## src/rtl/mdu_pkg.sv

```systemverilog
// mdu_pkg: shared constants for the HI/LO multiply/divide unit.
// Revision: 1.0
`default_nettype none

package mdu_pkg;

  localparam int DATA_W_DEF = 32;

  localparam logic [1:0] OP_MULT  = 2'b00;
  localparam logic [1:0] OP_MULTU = 2'b01;
  localparam logic [1:0] OP_DIV   = 2'b10;
  localparam logic [1:0] OP_DIVU  = 2'b11;

  localparam logic [1:0] S_IDLE = 2'd0;
  localparam logic [1:0] S_MUL  = 2'd1;
  localparam logic [1:0] S_DIV  = 2'd2;
  localparam logic [1:0] S_FIX  = 2'd3;

endpackage

`default_nettype wire

```

## src/rtl/mdu_div_step.sv

```systemverilog
// mdu_div_step: one combinational restoring-division step on unsigned magnitudes.
// Revision: 1.0
`default_nettype none

module mdu_div_step #(
  parameter int DATA_W = 32
) (
  input  logic [DATA_W:0]   rem_in,
  input  logic [DATA_W-1:0] divisor,
  input  logic              dividend_bit,
  output logic [DATA_W:0]   rem_out,
  output logic              q_bit
);

  logic [DATA_W+1:0] shifted;
  logic [DATA_W+1:0] diff;

  // The extra top bit turns the trial subtract's borrow into a plain sign bit.
  assign shifted = {rem_in, dividend_bit};
  assign diff    = shifted - {2'b00, divisor};
  assign q_bit   = ~diff[DATA_W+1];
  assign rem_out = q_bit ? diff[DATA_W:0] : shifted[DATA_W:0];

endmodule

`default_nettype wire

```

## src/rtl/mdu_hilo.sv

```systemverilog
// mdu_hilo: iterative MULT/MULTU/DIV/DIVU unit owning the architectural HI/LO pair.
// Revision: 1.0
`default_nettype none

module mdu_hilo
  import mdu_pkg::*;
#(
  parameter int DATA_W = DATA_W_DEF
) (
  input  logic              clk,
  input  logic              rst_n,
  input  logic              start,
  input  logic [1:0]        op,
  input  logic [DATA_W-1:0] rs_data,
  input  logic [DATA_W-1:0] rt_data,
  input  logic              hilo_we,
  input  logic              hilo_sel,
  input  logic [DATA_W-1:0] hilo_wdata,
  output logic              busy,
  output logic              done,
  output logic              div_by_zero,
  output logic [DATA_W-1:0] hi,
  output logic [DATA_W-1:0] lo
);

  localparam int CNT_W = $clog2(DATA_W);
  localparam logic [CNT_W-1:0] LAST_CNT = CNT_W'(DATA_W - 1);

  logic [1:0]          state;
  logic [CNT_W-1:0]    cnt;
  logic                is_div;
  logic                op_signed;
  logic                res_neg;
  logic                dvd_neg;
  logic                dbz_flag;
  logic [2*DATA_W-1:0] acc;
  logic [DATA_W-1:0]   mcand;
  logic [DATA_W-1:0]   quo;
  logic [DATA_W-1:0]   raw_rs;
  logic [DATA_W:0]     rem;

  logic                sgn_op;
  logic [DATA_W-1:0]   rs_mag;
  logic [DATA_W-1:0]   rt_mag;
  logic [DATA_W-1:0]   add_term;
  logic [DATA_W:0]     mul_sum;
  logic [DATA_W:0]     rem_next;
  logic                q_bit;
  logic [2*DATA_W-1:0] prod_fix;
  logic [DATA_W-1:0]   quo_fix;
  logic [DATA_W-1:0]   rem_fix;

  assign busy   = (state != S_IDLE);
  assign sgn_op = (op == OP_MULT) || (op == OP_DIV);
  assign rs_mag = (sgn_op && rs_data[DATA_W-1]) ? -rs_data : rs_data;
  assign rt_mag = (sgn_op && rt_data[DATA_W-1]) ? -rt_data : rt_data;

  // Multiplier lives in acc's low half and is consumed LSB-first as the product shifts in.
  assign add_term = acc[0] ? mcand : '0;
  assign mul_sum  = {1'b0, acc[2*DATA_W-1:DATA_W]} + {1'b0, add_term};

  mdu_div_step #(
    .DATA_W (DATA_W)
  ) u_div_step (
    .rem_in       (rem),
    .divisor      (mcand),
    .dividend_bit (quo[DATA_W-1]),
    .rem_out      (rem_next),
    .q_bit        (q_bit)
  );

  assign prod_fix = (op_signed && res_neg) ? -acc : acc;
  assign quo_fix  = (op_signed && res_neg) ? -quo : quo;
  assign rem_fix  = (op_signed && dvd_neg) ? -rem[DATA_W-1:0] : rem[DATA_W-1:0];

  always_ff @(posedge clk or negedge rst_n) begin
    if (!rst_n) begin
      state       <= S_IDLE;
      cnt         <= '0;
      is_div      <= 1'b0;
      op_signed   <= 1'b0;
      res_neg     <= 1'b0;
      dvd_neg     <= 1'b0;
      dbz_flag    <= 1'b0;
      acc         <= '0;
      mcand       <= '0;
      quo         <= '0;
      raw_rs      <= '0;
      rem         <= '0;
      done        <= 1'b0;
      div_by_zero <= 1'b0;
      hi          <= '0;
      lo          <= '0;
    end else begin
      done        <= 1'b0;
      div_by_zero <= 1'b0;
      case (state)
        S_IDLE: begin
          if (start) begin
            cnt       <= '0;
            is_div    <= op[1];
            op_signed <= sgn_op;
            res_neg   <= rs_data[DATA_W-1] ^ rt_data[DATA_W-1];
            dvd_neg   <= rs_data[DATA_W-1];
            dbz_flag  <= op[1] && (rt_data == '0);
            raw_rs    <= rs_data;
            acc       <= {{DATA_W{1'b0}}, rt_mag};
            mcand     <= op[1] ? rt_mag : rs_mag;
            quo       <= rs_mag;
            rem       <= '0;
            state     <= op[1] ? S_DIV : S_MUL;
          end else if (hilo_we) begin
            if (hilo_sel) begin
              hi <= hilo_wdata;
            end else begin
              lo <= hilo_wdata;
            end
          end
        end
        S_MUL: begin
          acc <= {mul_sum, acc[DATA_W-1:1]};
          cnt <= cnt + CNT_W'(1);
          if (cnt == LAST_CNT) begin
            state <= S_FIX;
          end
        end
        S_DIV: begin
          // Dividend bits shift out of quo's top while quotient bits fill from the bottom.
          rem <= rem_next;
          quo <= {quo[DATA_W-2:0], q_bit};
          cnt <= cnt + CNT_W'(1);
          if (cnt == LAST_CNT) begin
            state <= S_FIX;
          end
        end
        S_FIX: begin
          if (is_div) begin
            if (dbz_flag) begin
              lo <= '1;
              hi <= raw_rs;
            end else begin
              lo <= quo_fix;
              hi <= rem_fix;
            end
          end else begin
            {hi, lo} <= prod_fix;
          end
          done        <= 1'b1;
          div_by_zero <= dbz_flag;
          state       <= S_IDLE;
        end
        default: state <= S_IDLE;
      endcase
    end
  end

endmodule

`default_nettype wire

```

## config.mk

```make
export PLATFORM = sky130hd
export DESIGN_NAME = mdu_hilo
export DESIGN_NICKNAME = d
export VERILOG_FILES = /design/src/rtl/mdu_pkg.sv /design/src/rtl/mdu_div_step.sv /design/src/rtl/mdu_hilo.sv
export SDC_FILE = /design/constraint.sdc
export NUM_CORES = 1
export LEC_CHECK = 0
export BUFFER_PORTS_ARGS = -buffer_cell sky130_fd_sc_hd__buf_2
export CAP_MARGIN = 5
export CORE_MARGIN = 3
export CORE_UTILIZATION = 50
export CTS_CLUSTER_SIZE = 24
export DETAILED_ROUTE_END_ITERATION = 8
export PLACE_DENSITY = 0.8
export SETUP_SLACK_MARGIN = 0.2
export SLEW_MARGIN = 20
export SYNTH_ARGS = -nofsm -noshare
export SYNTH_HDL_FRONTEND = slang
export SYNTH_SLANG_ARGS = --single-unit
```

## constraint.sdc

```tcl
create_clock -name clk -period 9.73 [get_ports clk]
set_clock_uncertainty 0.1 [all_clocks]
set_input_delay 0.973 -clock clk [delete_from_list [all_inputs] [get_ports clk]]
set_output_delay 0.973 -clock clk [all_outputs]
set_load 0.05 [all_outputs]
```

; ---- Yosys cells after proc, flatten, opt, wreduce, memory -nomap -nowiden
; Cells that the tools add are included.
[totals]
register_bits = 271
inputBits = 103
[classes]
add_sub_neg = 8
eq_ne = 11
muxes = 34
n_bitwise = 2
reduce_logical = 22
[ops]
columns = cell, count
row1 = 32-bit 2-to-1 mux, 17
row2 = 32-bit one-hot mux with 2 select lines, 3
row3 = 64-bit 2-to-1 mux, 2
row4 = 32-bit negator, 4
row5 = 64-bit one-hot mux with 2 select lines, 1
row6 = 33-bit 2-to-1 mux, 2
row7 = 33-bit one-hot mux with 2 select lines, 1
row8 = 64-bit negator, 1
row9 = 34-bit by 32-bit subtractor with 34-bit output, 1
row10 = 32-bit by 32-bit adder with 33-bit output, 1
row11 = 32-bit logical NOT, 1
row12 = 2-bit != test (second input constant), 5
row13 = 5-bit one-hot mux with 2 select lines, 1
row14 = 2-bit AND reduction, 5
row15 = 2-bit nonzero test, 5
row16 = 4-bit AND reduction, 2
row17 = 2-bit equality test (second input constant), 3
row18 = 2-bit 2-to-1 mux, 3
row19 = 2-bit one-hot mux with 3 select lines, 1
row20 = 5-bit by 1-bit adder with 5-bit output (second input constant), 1
row21 = 5-bit equality test (second input constant), 1
row22 = 1-bit logical AND, 5
row23 = 5-bit 2-to-1 mux, 1
row24 = 2-bit logical NOT, 2
row25 = 7 further kinds, 8

; ---- Depth between registers and ports, before layout
; Gate-level depths: netlist of run 1.
[depth]
word_depth = 6
ltp_mapped = 15

; ---- Cells and area by module
; A second synthesis of run 1 with hierarchy kept.
[hier_totals]
hier_cells = 2359
hier_area_um2 = 19969.2
[by_module_without_submodules]
columns = mod, n_inst, cells_per_inst, area_each_um2, seq_area_each_um2
row1 = mdu_hilo, 1, 2053, 17755.8, 6756.5
row2 = mdu_div_step, 1, 306, 2213.4, 0.0

; ---- Least setup slack after synthesis of run 1
; OpenSTA, ideal clock, no wires.
[synth_path]
path_kind = register -> register
startpoint = register acc[0]
endpoint = register acc[62]
setup_time_ps = 129
t_arrival_ps = 3064
required_ps = 9501
path_slack_ps = 6437
path_stages_with_launch = 15
n_path_buf = 1
cell_sequence = dfrtp_1 > inv_1 > clkbuf_1 > nor2_1 > ha_1 > a21o_1 > a21o_1 > a21o_1 > a41o_1 > a31o_2 > a31o_2 > a211o_1 > a21oi_1 > xor2_1 > o21ai_1
[synth_via]
elab_chain_cells = 3
[synth_rtl]
columns = element, line_no
row1 = from (decl), mdu_hilo.sv:36  ; logic [2*DATA_W-1:0] acc;
row2 = from (signal assigned), mdu_hilo.sv:107  ; acc <= {{DATA_W{1'b0}}, rt_mag};
row3 = from (signal assigned), mdu_hilo.sv:121  ; acc <= {mul_sum, acc[DATA_W-1:1]};
row4 = 32-bit 2-to-1 mux, mdu_hilo.sv:59  ; assign add_term = acc[0] ? mcand : '0;
row5 = 32-bit by 32-bit adder with 33-bit output, mdu_hilo.sv:60  ; assign mul_sum = {1'b0, acc[2*DATA_W-1:DATA_W]} + {1'b0, add_term};
row6 = 64-bit one-hot mux with 2 select lines, mdu_hilo.sv:97  ; case (state)
; No other way between the ends.
; A chain may end at the register's enable or synchronous reset.

; ---- Worst setup path after layout of run 1
[layout_path]
startpoint = register acc[0]
endpoint = register acc[61]
; Same word-level chain as after synthesis.

==> results of run 1 <==
-- sequential cells by signal, summed over array words and instances (netlist names) --
signal / cells
dbz_flag: 1
quo: 32
op_signed: 1
div_by_zero: 1
acc: 64
rem: 33
lo: 32
raw_rs: 31
dvd_neg: 1
is_div: 1
cnt: 5
res_neg: 1
done: 1
mcand: 32
state: 2
hi: 32
-- synth_stat cells, types with 4 or more instances --
| master | number | share of area [%] |
|---|---|---|
| buf_1 | 9 | 0.17 |
| o41ai_1 | 10 | 0.44 |
| dfrtp_1 | 270 | 34 |
| or4_1 | 11 | 0.41 |
| mux2_2 | 36 | 2.0 |
| o21ai_0 | 214 | 5.3 |
| nor3b_1 | 5 | 0.19 |
| a21oi_1 | 194 | 4.8 |
| a32o_1 | 5 | 0.25 |
| xnor2_1 | 127 | 5.5 |
| nor2b_1 | 18 | 0.56 |
| nand3b_1 | 5 | 0.19 |
| a211oi_1 | 25 | 0.93 |
| o211ai_1 | 41 | 1.5 |
| clkbuf_1 | 127 | 2.4 |
| a21o_1 | 57 | 2.1 |
| nand2b_1 | 24 | 0.75 |
| nand3_1 | 21 | 0.52 |
| buf_2 | 4 | 0.10 |
| a41oi_1 | 6 | 0.26 |
| ha_1 | 75 | 4.7 |
| o22ai_1 | 6 | 0.19 |
| mux2i_1 | 80 | 4.0 |
| nor3_1 | 52 | 1.3 |
| and3_1 | 19 | 0.59 |
| o31ai_1 | 14 | 0.52 |
| and2_1 | 8 | 0.25 |
| or3_1 | 15 | 0.47 |
| a31o_2 | 7 | 0.31 |
| xor2_1 | 106 | 4.6 |
| nor4_1 | 21 | 0.65 |
| nor2_1 | 247 | 4.6 |
| inv_1 | 81 | 1.5 |
| nand4_1 | 15 | 0.47 |
| o21ai_1 | 42 | 1.0 |
| nand2_1 | 301 | 5.6 |
| o221ai_1 | 25 | 1.1 |
| a31oi_1 | 50 | 1.6 |
| a22o_1 | 4 | 0.17 |
-- area by class of cell --
cell class / count / area (um^2)
antenna: 5 / 12.5
sequential: 270 / 6760
multi-input combinational: 1960 / 12500
clock buffer: 38 / 841
clock inverter: 18 / 229
fill: 3540 / 16900
inverter: 86 / 323
timing repair buffer: 186 / 1000
tap: 518 / 648
-- report_power, final --
group	switching, uW	total [uW]	internal, uW
Clock	522	1240	722
Combinational	2910	4290	1380
Sequential	526	2120	1590
-- per-layer routing --
layer  share of wire (%)  wire, um  global-route usage (%)
met5               0.031        23                       0
met4                 6.4      4770                    18.1
met3                  11      8450                    7.73
met2                  42     31100                    51.3
met1                  40     29700                    45.4
-- worst max-delay path, stage by stage (launching register included) --
cell	delay, ns
dfrtp_1	0.44
inv_1	0.84
nor2_1	0.13
ha_1	0.37
a21o_1	0.20
a21oi_1	0.18
a31oi_1	0.15
a2111oi_4	0.52
a31o_1	0.23
a21oi_1	0.11
a211o_1	0.34
or3_1	0.36
nand3_1	0.09
-- worst paths after layout --
check / slack (ns) / cells past startpoint / from / endpoint
worst min-delay path: 0.27 / 1 / rst_n / lo[25]
min in group clk: 0.38 / 2 / hi[13] / hi[13]
max in group asynchronous: 7.84 / 2 / rst_n / mcand[26]
worst max register to register: 5.56 / 12 / acc[0] / acc[61]
worst max-delay path: 5.56 / 12 / acc[0] / acc[61]
worst min register to register: 0.38 / 2 / hi[13] / hi[13]
-- kinds of logic after synthesis --
kind of cell	after synthesis	share of synthesized area [%]
simple gates	788	17.8
compound gates	746	23.1
flops	270	33.6
xor+xnor	233	10.2
buf+inv	229	4.50
mux	116	6.01
fa+ha+maj	77	4.87
-- metrics by stage --
| stage | power (uW) | hold WS, ns |
|---|---|---|
| CTS | 7540 | 0.294 |
| global placement | 6170 | 0.353 |
| detailed placement | 6290 | 0.368 |
| global route | 8080 | 0.333 |
| floorplan | 5020 | 0.350 |
| finish | 7650 | 0.272 |
==> results.cfg, run 1 <==
[global_routing]
grt_pass1_vias = 18200
grt_pass1_wl_mm = 110
grt_overflow = 0
grt_max_degree = 100
grtUsageTotal_pct = 34.0
antenna_found_initial = 4

[detailed_routing]
first_pass_iters = 6
drc = 0
vias = 19700
drtAntennaViolNets = 0
wire_per_inst_um = 24.0
routed_wirelength_mm = 74.0
drt_iter0_drc = 2623
vias_per_cell = 6.38

[critical_path]
critPathRequiredTime_ns = 10.15
crit_path_max_fanout = 31
critPathLaunchType = register
criticalPathCategory = register to register
cp-end-kind = register
worstPathArrival_ns = 4.60

[sta]
min_period_over_period_pct = 42.9
max_slew_margin_pct = 24.5
finalSetupViolCount = 0
fin_crit_ns = 4.17
report.final.slew_viol_count = 0
rsz0062_at_grt = no
layout_setup_ws_ns = 5.56
hold_viol = 0
worstMarginPinSlew_ns = 1.13
max_freq_mhz = 240
tns_ns = 0

[final_layout]
final_cell_mix = nand2_1, dfrtp_1, nor2_1
post-route-util_pct = 56.9
final_cells = 3081
final_cell_area_mm2 = 0.0223
syn2layout_area_growth_pct = 11.0
nNetsFinal = 2714
final_common_cell = nand2_1
drive_gt1_share_pct = 12.6

[place]
gp_congestion = 0.989
io_buffers = 169
dp_slack_ns = 5.67
hpwl_mm = 57.0
placed_cell_area_mm2 = 0.0212
dpl.cell_count = 3019

[cts]
cts_sinks = 270
h-tree-depth = 1
cts_resized = 0
cts_tree = built
cts_hold_buf = 0
cts.clk_slew.worst_paths_ns = 0.07
clk-insertion-delay-late_ns = 0.61
cts_made_buffers = 30
clk_path_buf_depth = 3
cts_root_buffer = clkbuf_16
post_cts_buffers = 0

[synth]
syn-num-nets = 2639
syn_inst = 2459
postSynthAreaPerCell_um2 = 8.17
async_flop_share_pct = 100
netlist_area_mm2 = 0.0201
synth_edf_count = 0
seq_area_frac_synth_pct = 33.6
synth_warnings = 0
ys.flop_type = dfrtp_1
ys_ff_latch = 270
synth.distinct_cells = 88

[floorplanning]
initial_core_util_pct = 51.3
core_area_mm2 = 0.0392
io_pins = 170
dieArea_mm2 = 0.0426
die-height_um = 206
num_rows = 72
die_x_um = 206

[hold_path]
hp-class = input port to asynchronous set/reset pin

[outcome]
status = complete, no violations

[power]
pwr_density_cell_mw_per_mm2 = 343
leakagePower_uw = 0.0102
vdd_drop_max_mv = 0.225

[job]
maxCapViolCount = 0
Note: power is estimated with default switching activity, not from simulation.
==> run 2: changes to the inputs <==
Settings changed: ABC_AREA from default to 1, PLACE_DENSITY 0.8 to 0.79.
Clock period 9.73 ns to 4.3 ns, I/O delays scaled along.
==> run 2 against run 1 <==
  * Synthesized cell count up 54%
  * Total power rose to 3.1 times the previous value
  * Cell area up 15%
  * Highest routed layer unchanged
  * Largest power group unchanged
  * Sequential share of layout area down 4.0 points
==> results.cfg, run 2 <==
[sta]
hold_viol = 0
report.final.slew_viol_count = 0
tns_ns = 0
max_slew_margin_pct = 17.3
layout_setup_ws_ns = 0.662
min_period_over_period_pct = 84.6
fin_crit_ns = 3.64
rsz0062_at_grt = no
max_freq_mhz = 275
worstMarginPinSlew_ns = 1.23
finalSetupViolCount = 0

[detailed_routing]
drtAntennaViolNets = 0
vias_per_cell = 5.94
routed_wirelength_mm = 106
wire_per_inst_um = 23.4
drc = 0
drt_iter0_drc = 3648
first_pass_iters = 6
vias = 26900

[final_layout]
final_cell_area_mm2 = 0.0257
largest_reg_flops = 64
drive_gt1_share_pct = 8.99
post-route-util_pct = 56.4
top_regs = acc x64, rem x33
final_cell_mix = nand2_1, nor2_1, inv_1
nNetsFinal = 4082
final_common_cell = nand2_1
syn2layout_area_growth_pct = 10.8
regMostFlops = acc

[critical_path]
ff2ff_path_depth = 9
critPathLaunchType = register
worstPathArrival_ns = 3.97
criticalPathCategory = register to register
cp-end-kind = register
critPathRequiredTime_ns = 4.63
crit_path_max_fanout = 33
ff2ff_setup_slack_ns = 0.66
rr_startpoint = state[1]
r2r-end = lo[2]

[power]
power.total_uw = 24100
leakagePower_uw = 0.0128
vdd_drop_max_mv = 0.979
pwr_density_cell_mw_per_mm2 = 937

[floorplanning]
num_rows = 78
die-height_um = 221
dieArea_mm2 = 0.0490
initial_core_util_pct = 50.9
io_pins = 170
die_x_um = 221
core_area_mm2 = 0.0456

[cts]
cts_root_buffer = clkbuf_16
clk-insertion-delay-late_ns = 0.58
cts.clk_slew.worst_paths_ns = 0.08
cts_tree = built
post_cts_buffers = 0
cts_made_buffers = 34
cts_resized = 0
cts_hold_buf = 1
clk_path_buf_depth = 3
cts_sinks = 270
h-tree-depth = 2

[synth]
synth.top_cells.by_count = nand2_1, nor2_1, inv_1, nand3_1, a21oi_1
syn-num-nets = 3969
netlist_area_mm2 = 0.0232
synth.top_cell.area_share_pct = 29.1
ys.flop_type = dfrtp_1
postSynthAreaPerCell_um2 = 6.12
synth_edf_count = 0
syn_inst = 3789
synth.distinct_cells = 58
seq_area_frac_synth_pct = 29.1
synth_warnings = 0
ys_ff_latch = 270
async_flop_share_pct = 100
synth.area.top_cells = dfrtp_1, nand2_1, nor2_1
yosys.area.top_type = dfrtp_1
synth_most_common_cell = nand2_1

[place]
hpwl_mm = 85.2
io_buffers = 169
dp_slack_ns = 1.15
gp_congestion = 1.08
placed_cell_area_mm2 = 0.0246

[job]
maxCapViolCount = 0

[global_routing]
antenna_found_initial = 8
grtUsageTotal_pct = 42.0
grt_pass1_wl_mm = 157
grt_overflow = 0
grt_pass1_vias = 24800
grt_max_degree = 93

[hold_path]
whs_endpoint = lo[0]
hp-class = input port to register
holdCritStartpoint = hilo_wdata[0]
min_path_cells = 3

[outcome]
status = complete, no violations
-- run 2: cell count changes after synthesis, moves of 36 or more --
cell / change
o21ai_0: +62
clkbuf_1: -42
inv_1: +326
mux2_2: -36
a21o_1: -53
nand3_1: +259
nor2_1: +279
a21oi_1: +83
nand2_1: +824
xor2_1: -47
xnor2_1: -105
a31oi_1: -41
mux2i_1: -80
-- run 2: cells by family after synthesis --
group,after synthesis,share of synthesized area (%)
xor gates and xnor gates,81,3.06
DFF,270,29.1
AOI/OAI and AO/OA,708,16.7
adders and majority gates,77,4.22
and+or+nand+nor,2097,37.4
buffers and inverters,556,9.51
-- run 2: cell type report --
cell class              count  area [um^2]
fillers                  4765        19900
multi-input cells        2963        14300
well taps                 600          751
diodes                      4         10.0
clock inverters            14          184
clock buffers              45          953
repair buffers            213         1210
flip-flops and latches    270         6760
inverters                 420         1580
-- run 2: critical path: stages, from the launching register on --
cell and delay (ns):
dfrtp_1 0.42, inv_1 0.12, ha_1 0.24, inv_1 0.12
o21ai_0 0.79, inv_1 0.17, o211ai_1 0.17, clkinv_1 0.83
nor2_1 0.44, a21oi_1 0.08
-- run 2: metal layers --
layer / track usage [%] / routed length (um)
met5: 0 / 54
met4: 22.1 / 6410
met3: 10.6 / 12800
met2: 61.4 / 44400
met1: 57.2 / 42500
-- run 2: how the worst max path moves through the flow --
stage,startpoint,to,slack (ns),cells past startpoint
CTS,acc[0],acc[61],1.13,17
detailed placement,acc[0],acc[61],1.15,17
global placement,acc[0],acc[53],1.24,17
floorplan,acc[0],acc[53],1.83,18
finish,state[1],lo[2],0.66,9
global route,state[0],lo[2],0.45,9
-- run 2: per-stage QoR --
| step | hold WS [ns] | std cells |
|---|---|---|
| finish | 0.0577 | 4529 |
| global route | 0.0966 | 4525 |
| CTS | 0.0459 | 4525 |
| detailed placement | 0.368 | 4465 |
| global placement | 0.364 | 4465 |
| floorplan | 0.0344 | 3789 |
-- run 2: power breakdown --
part / total, uW / switching, uW / internal [uW]
logic: 15800 / 11300 / 4500
registers: 5280 / 1490 / 3780
clock network: 3030 / 1270 / 1760
